`src/rtl/seq1010_pkg.sv`:
```
// Shared types and constants for the 1010 framer and its line-state tracker.
// The tracker step function mirrors the receive-side non-overlapping detector.
package seq1010_pkg;

  typedef enum logic [2:0] {
    IDLE  = 3'd0,
    PRE   = 3'd1,
    DATA  = 3'd2,
    STUFF = 3'd3,
    GUARD = 3'd4
  } state_t;

  typedef enum logic [1:0] {
    S0 = 2'd0,
    S1 = 2'd1,
    S2 = 2'd2,
    S3 = 2'd3
  } shadow_t;

  localparam logic [3:0] PREAMBLE = 4'b1010;
  localparam int         PRE_LEN  = 4;

  // S3 followed by 0 is a detector match; the detector restarts from S0.
  function automatic shadow_t shadow_step(input shadow_t s, input logic b);
    shadow_t r;
    r = S0;
    unique case (s)
      S0: r = b ? S1 : S0;
      S1: r = b ? S1 : S2;
      S2: r = b ? S3 : S0;
      S3: r = b ? S1 : S0;
      default: r = S0;
    endcase
    return r;
  endfunction

endpackage

```
`src/rtl/seq1010_shadow.sv`:
```
// Copy of the receiver's 1010 detector state, stepped by each bit put on the line.
// Clear has priority so the preamble match can restart the tracker.
module seq1010_shadow
  import seq1010_pkg::*;
(
  input  logic    clk,
  input  logic    rst,
  input  logic    advance,
  input  logic    bit_in,
  input  logic    clear,
  output shadow_t state
);

  always_ff @(posedge clk or posedge rst) begin
    if (rst) begin
      state <= S0;
    end else if (clear) begin
      state <= S0;
    end else if (advance) begin
      state <= shadow_step(state, bit_in);
    end
  end

endmodule

```
`src/rtl/seq1010_framer_tx.sv`:
```
// Transmit framer: preamble 1010, payload MSB-first with 1-stuffing after "101",
// then a zero guard, so a non-overlapping 1010 detector matches once per frame.
module seq1010_framer_tx
  import seq1010_pkg::*;
#(
  parameter int DATA_W     = 8,
  parameter int GUARD_BITS = 2
) (
  input  logic              clk,
  input  logic              rst,
  input  logic              in_valid,
  input  logic [DATA_W-1:0] in_data,
  output logic              in_ready,
  output logic              tx_bit,
  output logic              tx_active,
  output logic              tx_stuff
);

  localparam int CNT_W  = $clog2(DATA_W + 1);
  localparam int GCNT_W = $clog2(GUARD_BITS + 1);

  state_t              state;
  state_t              state_nxt;
  shadow_t             shadow;
  shadow_t             data_shadow;
  logic [DATA_W-1:0]   shift_q;
  logic [CNT_W-1:0]    bit_cnt;
  logic [1:0]          pre_idx;
  logic [1:0]          pre_pos;
  logic [GCNT_W-1:0]   guard_cnt;
  logic                bit_nxt;
  logic                active_nxt;
  logic                stuff_nxt;
  logic                consume;
  logic                last_bit;
  logic                pre_last;
  logic                clear_shadow;

  assign in_ready     = (state == IDLE);
  assign last_bit     = (bit_cnt == CNT_W'(1));
  assign pre_last     = (pre_idx == 2'(PRE_LEN - 1));
  assign pre_pos      = 2'(PRE_LEN - 1) - pre_idx;
  assign clear_shadow = (state == PRE) && pre_last;
  // Tracker state once the current payload MSB is on the line.
  assign data_shadow  = shadow_step(shadow, shift_q[DATA_W-1]);

  seq1010_shadow u_shadow (
    .clk     (clk),
    .rst     (rst),
    .advance (state != IDLE),
    .bit_in  (bit_nxt),
    .clear   (clear_shadow),
    .state   (shadow)
  );

  always_ff @(posedge clk or posedge rst) begin
    if (rst) begin
      state <= IDLE;
    end else begin
      state <= state_nxt;
    end
  end

  always_comb begin
    state_nxt = state;
    unique case (state)
      IDLE: begin
        if (in_valid) state_nxt = PRE;
      end
      PRE: begin
        if (pre_last) state_nxt = DATA;
      end
      DATA: begin
        if (shadow == S3) begin
          state_nxt = DATA;
        end else if (data_shadow == S3) begin
          state_nxt = STUFF;
        end else if (last_bit) begin
          state_nxt = GUARD;
        end else begin
          state_nxt = DATA;
        end
      end
      STUFF: begin
        state_nxt = (bit_cnt == '0) ? GUARD : DATA;
      end
      GUARD: begin
        if (guard_cnt == '0) state_nxt = IDLE;
      end
      default: state_nxt = IDLE;
    endcase
  end

  // Stuffing is normally scheduled ahead via data_shadow; the shadow==S3 arm
  // in DATA is a fallback that stuffs in place without consuming a bit.
  always_comb begin
    bit_nxt    = 1'b0;
    active_nxt = 1'b0;
    stuff_nxt  = 1'b0;
    consume    = 1'b0;
    unique case (state)
      IDLE: ;
      PRE: begin
        bit_nxt    = PREAMBLE[pre_pos];
        active_nxt = 1'b1;
      end
      DATA: begin
        active_nxt = 1'b1;
        if (shadow == S3) begin
          bit_nxt   = 1'b1;
          stuff_nxt = 1'b1;
        end else begin
          bit_nxt = shift_q[DATA_W-1];
          consume = 1'b1;
        end
      end
      STUFF: begin
        bit_nxt    = 1'b1;
        active_nxt = 1'b1;
        stuff_nxt  = 1'b1;
      end
      GUARD: ;
      default: ;
    endcase
  end

  always_ff @(posedge clk or posedge rst) begin
    if (rst) begin
      tx_bit    <= 1'b0;
      tx_active <= 1'b0;
      tx_stuff  <= 1'b0;
    end else begin
      tx_bit    <= bit_nxt;
      tx_active <= active_nxt;
      tx_stuff  <= stuff_nxt;
    end
  end

  always_ff @(posedge clk or posedge rst) begin
    if (rst) begin
      shift_q   <= '0;
      bit_cnt   <= '0;
      pre_idx   <= '0;
      guard_cnt <= '0;
    end else begin
      unique case (state)
        IDLE: begin
          if (in_valid) begin
            shift_q   <= in_data;
            bit_cnt   <= CNT_W'(DATA_W);
            pre_idx   <= '0;
            guard_cnt <= GCNT_W'(GUARD_BITS - 1);
          end
        end
        PRE: begin
          pre_idx <= pre_idx + 2'd1;
        end
        DATA: begin
          if (consume) begin
            shift_q <= shift_q << 1;
            bit_cnt <= bit_cnt - CNT_W'(1);
          end
        end
        GUARD: begin
          guard_cnt <= guard_cnt - GCNT_W'(1);
        end
        default: ;
      endcase
    end
  end

endmodule
```
`config.mk`:
```
export PLATFORM = sky130hd
export DESIGN_NAME = seq1010_framer_tx
export DESIGN_NICKNAME = d
export VERILOG_FILES = /design/src/rtl/seq1010_pkg.sv /design/src/rtl/seq1010_shadow.sv /design/src/rtl/seq1010_framer_tx.sv
export SDC_FILE = /design/constraint.sdc
export NUM_CORES = 1
export LEC_CHECK = 0
export CORE_ASPECT_RATIO = 0.5
export CORE_MARGIN = 1
export CORE_UTILIZATION = 50
export CTS_CLUSTER_DIAMETER = 100
export CTS_CLUSTER_SIZE = 28
export DETAILED_ROUTE_END_ITERATION = 16
export PLACE_DENSITY = 0.78
export SLEW_MARGIN = 25
export SYNTH_ARGS = -nofsm -noshare
export SYNTH_HDL_FRONTEND = slang
export SYNTH_HIERARCHICAL = 1
export SYNTH_SLANG_ARGS = --single-unit
```
`constraint.sdc`:
```
create_clock -name clk -period 2.42 [get_ports clk]
set_clock_uncertainty 0.05 [all_clocks]
set_input_delay 0.242 -clock clk [delete_from_list [all_inputs] [get_ports clk]]
set_output_delay 0.242 -clock clk [all_outputs]
set_load 0.05 [all_outputs]
```
==> out/qor.txt, run 1 <==
Multi-input combinational cell area -> 684 sq um
CP max FO -> 10
Final cell count without fillers -> 181
Initial DRC count -> 67
Met3 GRT Util -> 5.18%
Antenna-violating nets left -> 0
Via count -> 969
Fillers -> 222
Crit path launch type -> flop
Met1 Use GR -> 25.5%
Setup_tns -> 0 ns
Final Instance Area -> 0.00160 sq mm
Synth top cells by count -> 24 x dfrtp_1, 15 x inv_1, 15 x mux2_2
Critical path type -> reg -> reg
Mapped Area -> 0.00138 sq mm
Number of global-route vias before repair -> 827
Clk buf depth -> 2
IO Count -> 15
GR peak layer -> met2
Sequential Area -> 601 sq um
Number of synthesis warnings -> 6
Post-CTS setup buffers -> 0
RSZ-0062 raised after global routing -> no
CTS tree -> built
Root buffer cell -> clkbuf_8
Layout cells sized above 1 -> 18.1%
Final Wtd Congestion -> 0.832
Yosys cell types -> 34
Min Hold Slack -> 0.102 ns
CTS buffer count -> 3
Worst vdd ir -> 0.490 mV
Largest net degree at the start of global routing -> 23
Leak pwr -> 0.716 nW
Arrival @ worst endpoint -> 2.11 ns
Violated checks -> DRC
Die Y -> 39.1 um
Worst EP required -> 2.52 ns
Initial core utilization -> 52.9%
HP Class -> in -> async
CP Capture Type -> flop
# diodes -> 0
Inst Count DP -> 178
Final setup margin -> 0.405 ns
Pre-CTS WS -> 0.420 ns
Share of the synthesized area in the top cell type -> 43.6%
Layout Area Growth over Synthesis -> 15.9%
Power Total -> 1.91 mW
Sequential area share after synthesis -> 43.6%
Die ar. -> 0.00298 sq mm
Ys flop type -> dfrtp_1
Post-layout min period -> 2.01 ns
Met2 global-route usage -> 30.6%
Max Slew Vio Count -> 0
Top post-synthesis cells by area -> dfrtp_1 44%, mux2_2 12%, ha_1 9.1%
Initial antenna violation count -> 0
CTS HTree Levels -> 1
Slew @ Worst Pin -> 0.785 ns
Width of the die -> 76.2 um
# DRC -> 1
Final period utilization -> 83.2%
DR vias/cell -> 5.35
Port bufs -> 14
#FFs+latches synth -> 24
Final hold viol count -> 0
Nets@finish -> 167
Ys async rst share -> 100%
CTS clk-pin slew, worst paths -> 0.08 ns
CTS resizes -> 0
Hpwl dp -> 1810 um
Routed len/inst -> 13.6 um
Worst-Skew Late Latency -> 0.26 ns
Cell Rows -> 13
First-pass GRT wire length -> 4120 um
FMAX -> 0.496 GHz
Most common cell in the netlist -> dfrtp_1
Total Routed Length -> 2460 um
Core footprint -> 0.00260 sq mm
Hold buffers post-CTS -> 0
Fin util -> 61.3%
Final setup viols -> 0
Post-Synthesis Cells -> 128
TritonRoute pass-1 iters -> 10
EDFF count, synth -> 0
DP Area -> 0.00156 sq mm
Synth area leader -> dfrtp_1
Status -> finished, violations left
Power per cell area -> 1200 mW/mm^2
Total Routing Usage GR -> 18.6%
Mapped Nets -> 149
Synth Area per Inst -> 10.8 sq um
Slew margin rel. -> 46.9%
Global route overflow -> 0
CTS sink cnt -> 24
Max cap viols -> 0
flip-flops by register name (all words and copies together), names as in the netlist:
register        cells
pre_idx             2
u_shadow/state      2
tx_bit              1
tx_active           1
guard_cnt           2
bit_cnt             4
state               3
shift_q             8
tx_stuff            1
cell type report:
class / count / share of cell area (%)
multi-input combinational: 84 / 42.9
sequential: 24 / 37.6
timing repair buffer: 18 / 10.5
inverter: 15 / 3.53
tap: 37 / 2.90
clock buffer: 3 / 2.59
report_power, final:
part / switching, mW / internal [mW] / total [mW]
clock network: 0.121 / 0.111 / 0.232
logic: 0.506 / 0.433 / 0.939
registers: 0.166 / 0.574 / 0.741
layout by cell type, fill, tap and decap left out:
master	Yosys	routed
a32o_1	1	1
nor2_1	6	6
a31oi_1	1	1
o31ai_1	2	2
a311o_1	1	1
inv_1	15	15
or3b_2	1	1
or3_1	1	1
and3_1	2	2
nor4b_1	2	2
nand4_1	1	1
buf_4	0	5
a21oi_1	6	6
nor2b_1	2	2
a211oi_1	1	1
o21bai_1	2	2
clkbuf_8	0	3
a211oi_4	1	1
o211ai_1	1	1
or4b_1	3	3
mux2_2	15	15
o21a_1	1	1
nand2b_1	3	3
o21ai_0	8	8
ha_1	10	10
and3b_1	1	1
nand2_1	5	5
nor3b_2	1	1
nor3_1	1	1
dfrtp_1	24	24
mux2i_1	2	2
clkdlybuf4s50_1	0	13
or3b_1	1	1
o22ai_1	2	2
kinds of logic after synthesis:
family / Yosys count / synth area share (%)
AO/OA/AOI/OAI: 27 / 13.2
adder cells (fa/ha/maj): 10 / 9.08
buffers and inverters: 20 / 6.72
flip-flops: 24 / 43.6
multiplexers: 17 / 13.7
AND/OR/NAND/NOR: 30 / 13.7
layer usage:
layer / vias up / part of all wire (%) / wire length, um
met5: - / 0 / 0
met4: 0 / 0 / 0
met3: 0 / 4.2 / 104
met2: 21 / 47 / 1150
met1: 468 / 49 / 1200
li1: 480 / - / -
critical path, cell delays in order (launching register included):
cell      delay, ns
dfrtp_1        0.44
ha_1           0.29
nand2b_1       0.20
a211oi_4       0.52
mux2_2         0.39
path summary, 6_finish.rpt:
| kind | slack (ns) | depth (start not counted) | to | startpoint |
|---|---|---|---|---|
| worst min register to register | 0.46 | 1 | shift_q[2]$_DFFE_PP0P_ | shift_q[2]$_DFFE_PP0P_ |
| min in group clk | 0.46 | 1 | shift_q[2]$_DFFE_PP0P_ | shift_q[2]$_DFFE_PP0P_ |
| worst min-delay path | 0.10 | 2 | u_shadow/state[1]$_DFFE_PP0P_ | rst |
| max in group asynchronous | 1.81 | 3 | shift_q[5]$_DFFE_PP0P_ | rst |
| worst max-delay path | 0.41 | 4 | shift_q[1]$_DFFE_PP0P_ | u_shadow/state[0]$_DFFE_PP0P_ |
| worst max register to register | 0.41 | 4 | shift_q[1]$_DFFE_PP0P_ | u_shadow/state[0]$_DFFE_PP0P_ |
Power figures use the tool's default switching activity.
==> run 2: changes to the inputs <==
clock period = 1.86 ns   (was 2.42 ns; I/O delays follow)
==> run 2 against run 1 <==
  * The run still ends with DRC left
  * Critical path depth up 1
  * Setup slack worse by 0.34 ns
  * Design area up 7.1%
  * Wire length up 12%
  * Utilization up 4.3 points
  * Count of clock-buffer cells in the layout up 1
  * Clock power up 54%
  * Maximum frequency up 13%
  * Via count up 6.4%
  * Final cell count up 5.0%
  * Non-clock buffer count up 8
==> out/qor.txt, run 2 (synthesis results as in run 1) <==
Crit path launch type -> flop
First-pass GRT wire length -> 4450 um (+8.0%)
TritonRoute pass-1 iters -> 10 (unchanged)
Antenna-violating nets left -> 0 (unchanged)
CTS clk-pin slew, worst paths -> 0.08 ns (about the same)
Flop pwr share -> 36.0% (-2.7 points)
Layout cells sized above 1 -> 27.5% (+9.4 points)
Nets@finish -> 175 (+4.8%)
Met2 global-route usage -> 36.5% (+5.9 points)
Initial core utilization -> 52.9% (unchanged)
Root buffer cell -> clkbuf_8
Fin util -> 65.7% (+4.3 points)
Fillers -> 210 (-5.4%)
IO Count -> 15 (unchanged)
RR Startpoint -> u_shadow/state[1]$_DFFE_PP0P_
Met3 GRT Util -> 4.24% (-0.94 points)
Switch share -> 40.3% (-1.2 points)
Most frequent cells in the layout -> 21 x dfrtp_1, 15 x inv_1, 15 x mux2_2
Largest regs -> shift_q x8, bit_cnt x4, state x3
Crit-path max cell delay -> 0.43 ns (-0.09 ns)
Global route overflow -> 0 (unchanged)
Switching Power -> 1.10 mW (+39%)
Total Routed Length -> 2760 um (+12%)
Clk buf depth -> 2 (unchanged)
CP Capture Type -> flop
Routed len/inst -> 14.5 um (+6.9%)
Slowest CP cell -> dfrtp_1
Clock Power Share -> 13.1% (+1.0 points)
Cell-internal power -> 1.63 mW (+46%)
Inst Count DP -> 186 (+4.5%)
GR peak layer -> met2
CTS resizes -> 2 (+2)
Number of global-route vias before repair -> 939 (+14%)
Initial DRC count -> 62 (-7.5%)
Power per cell area -> 1600 mW/mm^2 (+34%)
Met1 Use GR -> 24.7% (-0.83 points)
Crit-path cells -> ha_2 -> nand2b_1 -> a211oi_4 -> buf_4 -> mux2_2
Via count -> 1,031 (+6.4%)
CTS HTree Levels -> 1 (unchanged)
Arrival @ worst endpoint -> 1.90 ns (-0.21 ns)
Final hold viol count -> 0 (unchanged)
Violated checks -> DRC
Max FFs per register -> 8 (unchanged)
Max cap viols -> 0 (unchanged)
Setup_tns -> 0 ns (unchanged)
Core footprint -> 0.00260 sq mm (unchanged)
Total Routing Usage GR -> 20.2% (+1.6 points)
Post-layout min period -> 1.79 ns (-0.224 ns)
Slew margin rel. -> 63.3% (+16 points)
Layout Area Growth over Synthesis -> 24.1%
Critical path type -> reg -> reg
Final Wtd Congestion -> 0.777 (-6.6%)
DR vias/cell -> 5.43 (+1.4%)
Commonest non-fill, non-tap cell in the layout -> dfrtp_1
Hpwl dp -> 1970 um (+8.8%)
Largest net degree at the start of global routing -> 23 (unchanged)
R2r worst-path depth -> 5 (+1)
HP Class -> in -> async
RSZ-0062 raised after global routing -> no
Worst-Skew Late Latency -> 0.27 ns (about the same)
Largest Register -> shift_q
CTS sink cnt -> 24 (unchanged)
Max Slew Vio Count -> 0 (unchanged)
R2R setup slack -> 0.07 ns (-0.34 ns)
Final Instance Area -> 0.00171 sq mm (+7.1%)
Die ar. -> 0.00298 sq mm (unchanged)
Die Y -> 39.1 um (unchanged)
Hold buffers post-CTS -> 0 (unchanged)
# diodes -> 0 (unchanged)
Final setup viols -> 0 (unchanged)
Worst vdd ir -> 0.663 mV (+35%)
Status -> finished, violations left
Power Total -> 2.73 mW (+43%)
Port bufs -> 14 (unchanged)
Width of the die -> 76.2 um (unchanged)
Combinational fraction of design power -> 51.0% (+1.9 points)
Leak pwr -> 0.763 nW (+6.7%)
Slew @ Worst Pin -> 0.543 ns (-0.242 ns)
Final cell count without fillers -> 190 (+5.0%)
Cell Rows -> 13 (unchanged)
FMAX -> 0.558 GHz (+13%)
Reg-to-reg endpoint -> shift_q[7]$_DFFE_PP0P_
# DRC -> 1 (unchanged)
Final period utilization -> 96.3% (+13 points)
Post-CTS setup buffers -> 0 (unchanged)
DP Area -> 0.00163 sq mm (+4.7%)
CTS buffer count -> 3 (unchanged)
CTS tree -> built
CP max FO -> 10 (unchanged)
Worst EP required -> 1.97 ns (-0.55 ns)
Initial antenna violation count -> 0 (unchanged)
## run 2: metal layers
metal | routed length (um) | part of all wire (%)
met1 | 1320 | 48
met2 | 1300 | 47
met3 | 92 | 3.3
met4 | 46 | 1.7
met5 | 0 | 0
## run 2: worst max path at each step
stage	slack [ns]	cells past startpoint	from	end
finish	0.07	5	u_shadow/state[1]$_DFFE_PP0P_	shift_q[7]$_DFFE_PP0P_
global route	0.005	5	u_shadow/state[1]$_DFFE_PP0P_	u_shadow/state[1]$_DFFE_PP0P_
CTS	0.02	5	u_shadow/state[1]$_DFFE_PP0P_	u_shadow/state[1]$_DFFE_PP0P_
detailed placement	0.002	5	u_shadow/state[1]$_DFFE_PP0P_	u_shadow/state[1]$_DFFE_PP0P_
global placement	0.05	5	u_shadow/state[1]$_DFFE_PP0P_	u_shadow/state[1]$_DFFE_PP0P_
floorplan	0.07	4	u_shadow/state[0]$_DFFE_PP0P_	shift_q[1]$_DFFE_PP0P_
## run 2: power groups by stage
| stage | Combinational [mW] | Sequential [mW] | Clock, mW |
|---|---|---|---|
| floorplan | 0.905 | 0.967 | 0 |
| global placement | 1.31 | 0.947 | 0 |
| detailed placement | 1.36 | 0.957 | 0 |
| CTS | 1.38 | 0.960 | 0.365 |
| global route | 1.54 | 1.01 | 0.388 |
| finish | 1.39 | 0.983 | 0.357 |
## run 2: critical path: cells and delay by family (launching register included)
family / cells / cell delay (ns)
mux: 1 / 0.35
flops: 1 / 0.43
fa+ha+maj: 1 / 0.24
compound gates: 1 / 0.20
simple gates: 1 / 0.20
buf+inv: 1 / 0.21
## run 2: through the flow
step,worst slack [ns],hold slack [ns]
5_1_grt,0.00495,0.0621
6_report,0.0693,0.0530
3_5_place_dp,0.00193,0.346
2_1_floorplan,0.0739,-0.123
4_1_cts,0.0157,0.0581
3_3_place_gp,0.0532,0.332
## run 2: cell type report
class | instances | area (sq um) | share of cell area [%]
multi-input combinational | 84 | 707 | 41.4
sequential | 24 | 604 | 35.4
timing repair buffer | 26 | 240 | 14.1
inverter | 15 | 56.3 | 3.29
clock buffer | 4 | 55.1 | 3.22
tap | 37 | 46.3 | 2.71
==> run 3: changes to the inputs <==
SYNTH_HIERARCHICAL = not set   (was 1)
==> run 3 against run 2 <==
  * The run now ends clean
  * Highest routed layer unchanged
  * Total power fell by 2.1%
  * Largest power group unchanged
  * Area after synthesis decreased by 4.2%
  * Sequential power fell by 2%
  * Critical endpoint is now bit_cnt[3]$_DFFE_PP0P_
==> out/qor.txt, run 3 <==
Share of the synthesized area in the top cell type -> 45.5% (+1.9 points)
Synth top cells by count -> 24 x dfrtp_1, 19 x nand2_1, 15 x o21ai_0
CTS buffer count -> 3 (unchanged)
Post-Synthesis Cells -> 133 (+3.9%)
Core footprint -> 0.00236 sq mm (-9.4%)
Total Routed Length -> 2630 um (-4.9%)
Arrival @ worst endpoint -> 1.89 ns (about the same)
Sequential Area -> 601 sq um (-0.62%)
CP Capture Type -> flop
Initial antenna violation count -> 0 (unchanged)
Routed wl met3 -> 110 um (+20%)
Global route overflow -> 0 (unchanged)
# DRC -> 0 (-1)
Largest Register -> shift_q
Largest regs -> shift_q x8, bit_cnt x4, state x3
Power Total -> 2.68 mW (-2.1%)
R2r worst-path depth -> 5 (unchanged)
Sequential area share after synthesis -> 45.5% (+1.9 points)
Initial core utilization -> 56.0% (+3.1 points)
Fillers -> 181 (-14%)
Cell-internal power -> 1.58 mW (-3.4%)
Worst vdd ir -> 0.663 mV (about the same)
Nets@finish -> 175 (unchanged)
Max Used Layer -> met4
Reg-to-reg endpoint -> bit_cnt[3]$_DFFE_PP0P_
Post-layout min period -> 1.78 ns (-0.0142 ns)
Ys flop type -> dfrtp_1
Crit path max-delay family -> simple AND/OR/NAND/NOR gates
Layout Area Growth over Synthesis -> 21.9%
HP Class -> in -> async
Routed len/inst -> 14.0 um (-3.8%)
Yosys cell types -> 36 (+5.9%)
Synth Area per Inst -> 9.92 sq um (-7.8%)
Total Routing Usage GR -> 22.8% (+2.6 points)
Slowest CP cell -> or4b_4
Switch share -> 41.1% (+0.81 points)
Port bufs -> 14 (unchanged)
Largest net degree at the start of global routing -> 25 (+8.7%)
Width of the die -> 74.7 um (-2.1%)
# diodes -> 0 (unchanged)
Initial DRC count -> 40 (-35%)
Mapped Area -> 0.00132 sq mm (-4.2%)
Antenna-violating nets left -> 0 (unchanged)
Clock Power Share -> 16.9% (+3.8 points)
Crit-path cells -> ha_1 -> or4b_4 -> nor4_4 -> xnor2_1 -> nand2_1
Max FFs per register -> 8 (unchanged)
Max cap viols -> 0 (unchanged)
RR Startpoint -> u_shadow.state[0]$_DFFE_PP0P_
Metal-1 WL -> 1260 um (-5.0%)
Final setup viols -> 0 (unchanged)
WP buf/inv -> 0 (-1)
Leak pwr -> 0.759 nW (-0.56%)
CTS clk-pin slew, worst paths -> 0.09 ns (about the same)
Crit-path max cell delay -> 0.54 ns (+0.11 ns)
First-pass GRT wire length -> 4630 um (+4.0%)
Number of synthesis warnings -> 0 (-6)
Worst EP required -> 1.97 ns (about the same)
Top post-synthesis cells by area -> dfrtp_1 45%, ha_1 9.5%, mux2i_1 6.1%
CTS sink cnt -> 24 (unchanged)
Most frequent cells in the layout -> 24 x dfrtp_1, 19 x nand2_1, 15 x o21ai_0
TritonRoute pass-1 iters -> 4 (-6)
Final Wtd Congestion -> 0.846 (+8.9%)
Post-CTS setup buffers -> 0 (unchanged)
R2R setup slack -> 0.08 ns (about the same)
CTS HTree Levels -> 1 (unchanged)
Power per cell area -> 1660 mW/mm^2 (+4.0%)
Flop pwr share -> 36.1% (about the same)
Multi-input combinational cell area -> 649 sq um (-8.1%)
Final period utilization -> 95.5% (-0.76 points)
CTS tree -> built
Cell Rows -> 12 (-1)
FMAX -> 0.563 GHz (+0.80%)
Slew margin rel. -> 67.2% (+3.9 points)
Layout cells sized above 1 -> 11.8% (-16 points)
Root buffer cell -> clkbuf_8
Commonest non-fill, non-tap cell in the layout -> dfrtp_1
Slew @ Worst Pin -> 0.491 ns (-0.0527 ns)
Number of global-route vias before repair -> 998 (+6.3%)
Worst-Skew Late Latency -> 0.27 ns (about the same)
Die ar. -> 0.00286 sq mm (-4.0%)
EDFF count, synth -> 0 (unchanged)
Switching Power -> 1.10 mW (about the same)
CP max FO -> 5 (-5)
Most common cell in the netlist -> dfrtp_1
Clk buf depth -> 2 (unchanged)
Synth area leader -> dfrtp_1
Mapped Nets -> 154 (+3.4%)
Setup_tns -> 0 ns (unchanged)
Combinational fraction of design power -> 47.0% (-4.0 points)
Via count -> 1,016 (-1.5%)
Hpwl dp -> 1930 um (-2.1%)
Max Slew Vio Count -> 0 (unchanged)
Status -> finished clean
Die Y -> 38.3 um (-2.0%)
IO Count -> 15 (unchanged)
Ys async rst share -> 100% (unchanged)
#FFs+latches synth -> 24 (unchanged)
Final hold viol count -> 0 (unchanged)
DR vias/cell -> 5.40 (-0.41%)
Crit path launch type -> flop
Critical path type -> reg -> reg
RSZ-0062 raised after global routing -> no
Met2 routed WL -> 1230 um (-5.8%)
run 3: per-layer routing:
metal / GRT usage, % / up-vias
met5: 0 / -
li1: - / 498
met3: 6.84 / 4
met4: 6.60 / 0
met2: 38.1 / 27
met1: 29.0 / 487
run 3: worst max-delay path by stage:
stage | from | to | slack, ns | cells past startpoint
2_1_floorplan | state[1]$_DFFE_PP0P_ | guard_cnt[0]$_DFFE_PP0P_ | 0.02 | 5
3_3_place_gp | u_shadow.state[0]$_DFFE_PP0P_ | bit_cnt[3]$_DFFE_PP0P_ | 0.18 | 5
3_5_place_dp | u_shadow.state[0]$_DFFE_PP0P_ | bit_cnt[3]$_DFFE_PP0P_ | 0.12 | 5
4_1_cts | u_shadow.state[0]$_DFFE_PP0P_ | bit_cnt[3]$_DFFE_PP0P_ | 0.10 | 5
5_1_grt | u_shadow.state[0]$_DFFE_PP0P_ | u_shadow.state[1]$_DFFE_PP0P_ | 0.02 | 5
6_report | u_shadow.state[0]$_DFFE_PP0P_ | bit_cnt[3]$_DFFE_PP0P_ | 0.08 | 5
run 3: final cells by class:
cell class              count  area share [%]
multi-input cells          93            40.4
flip-flops and latches     24            37.3
repair buffers             21            12.6
well taps                  35            2.72
clock buffers               3            2.57
inverters                  11            2.57
clock inverters             1            1.87
run 3: per-stage QoR:
stage / setup slack, ns / instance area [sq um] / instances / utilization (%) / hold WS (ns)
after floorplan: 0.0183 / 1330 / 133 / - / 0.151
after global placement: 0.183 / 1540 / 184 / 65.2 / 0.411
after detailed placement: 0.116 / 1540 / 184 / 65.2 / 0.424
after CTS: 0.104 / 1610 / 188 / 68.3 / 0.209
after global routing: 0.0226 / 1610 / 188 / 68.3 / 0.241
final: 0.0835 / 1610 / 188 / 68.3 / 0.203
run 3: power groups by stage:
stage                     Sequential (mW)  Clock, mW  Combinational (mW)
final                               0.967      0.453                1.26
after global routing                0.993      0.486                1.42
after floorplan                     0.982          0               0.845
after detailed placement            0.963          0                1.25
after global placement              0.956          0                1.20
after CTS                           0.960      0.464                1.26
run 3: repair_timing:
action | in CTS | in global routing
setup endpoints to repair | 0 | 1
resized for setup | 0 | 0
hold buffers | 0 | 0
run 3: cell families after synthesis:
kind of cell | after synthesis | synth area share, %
buffers and inverters | 16 | 5.69
AOI/OAI and AO/OA | 31 | 15.4
xor gates and xnor gates | 2 | 1.33
adders and majority gates | 10 | 9.48
and+or+nand+nor | 42 | 16.6
muxes | 8 | 6.07
DFF | 24 | 45.5
run 3: worst register-to-register path, delay by kind of cell (launching register included):
kind	cells	cell delay [ns]
AND/OR/NAND/NOR	3	0.75
flip-flops	1	0.43
adder cells (fa/ha/maj)	1	0.30
XOR/XNOR	1	0.15
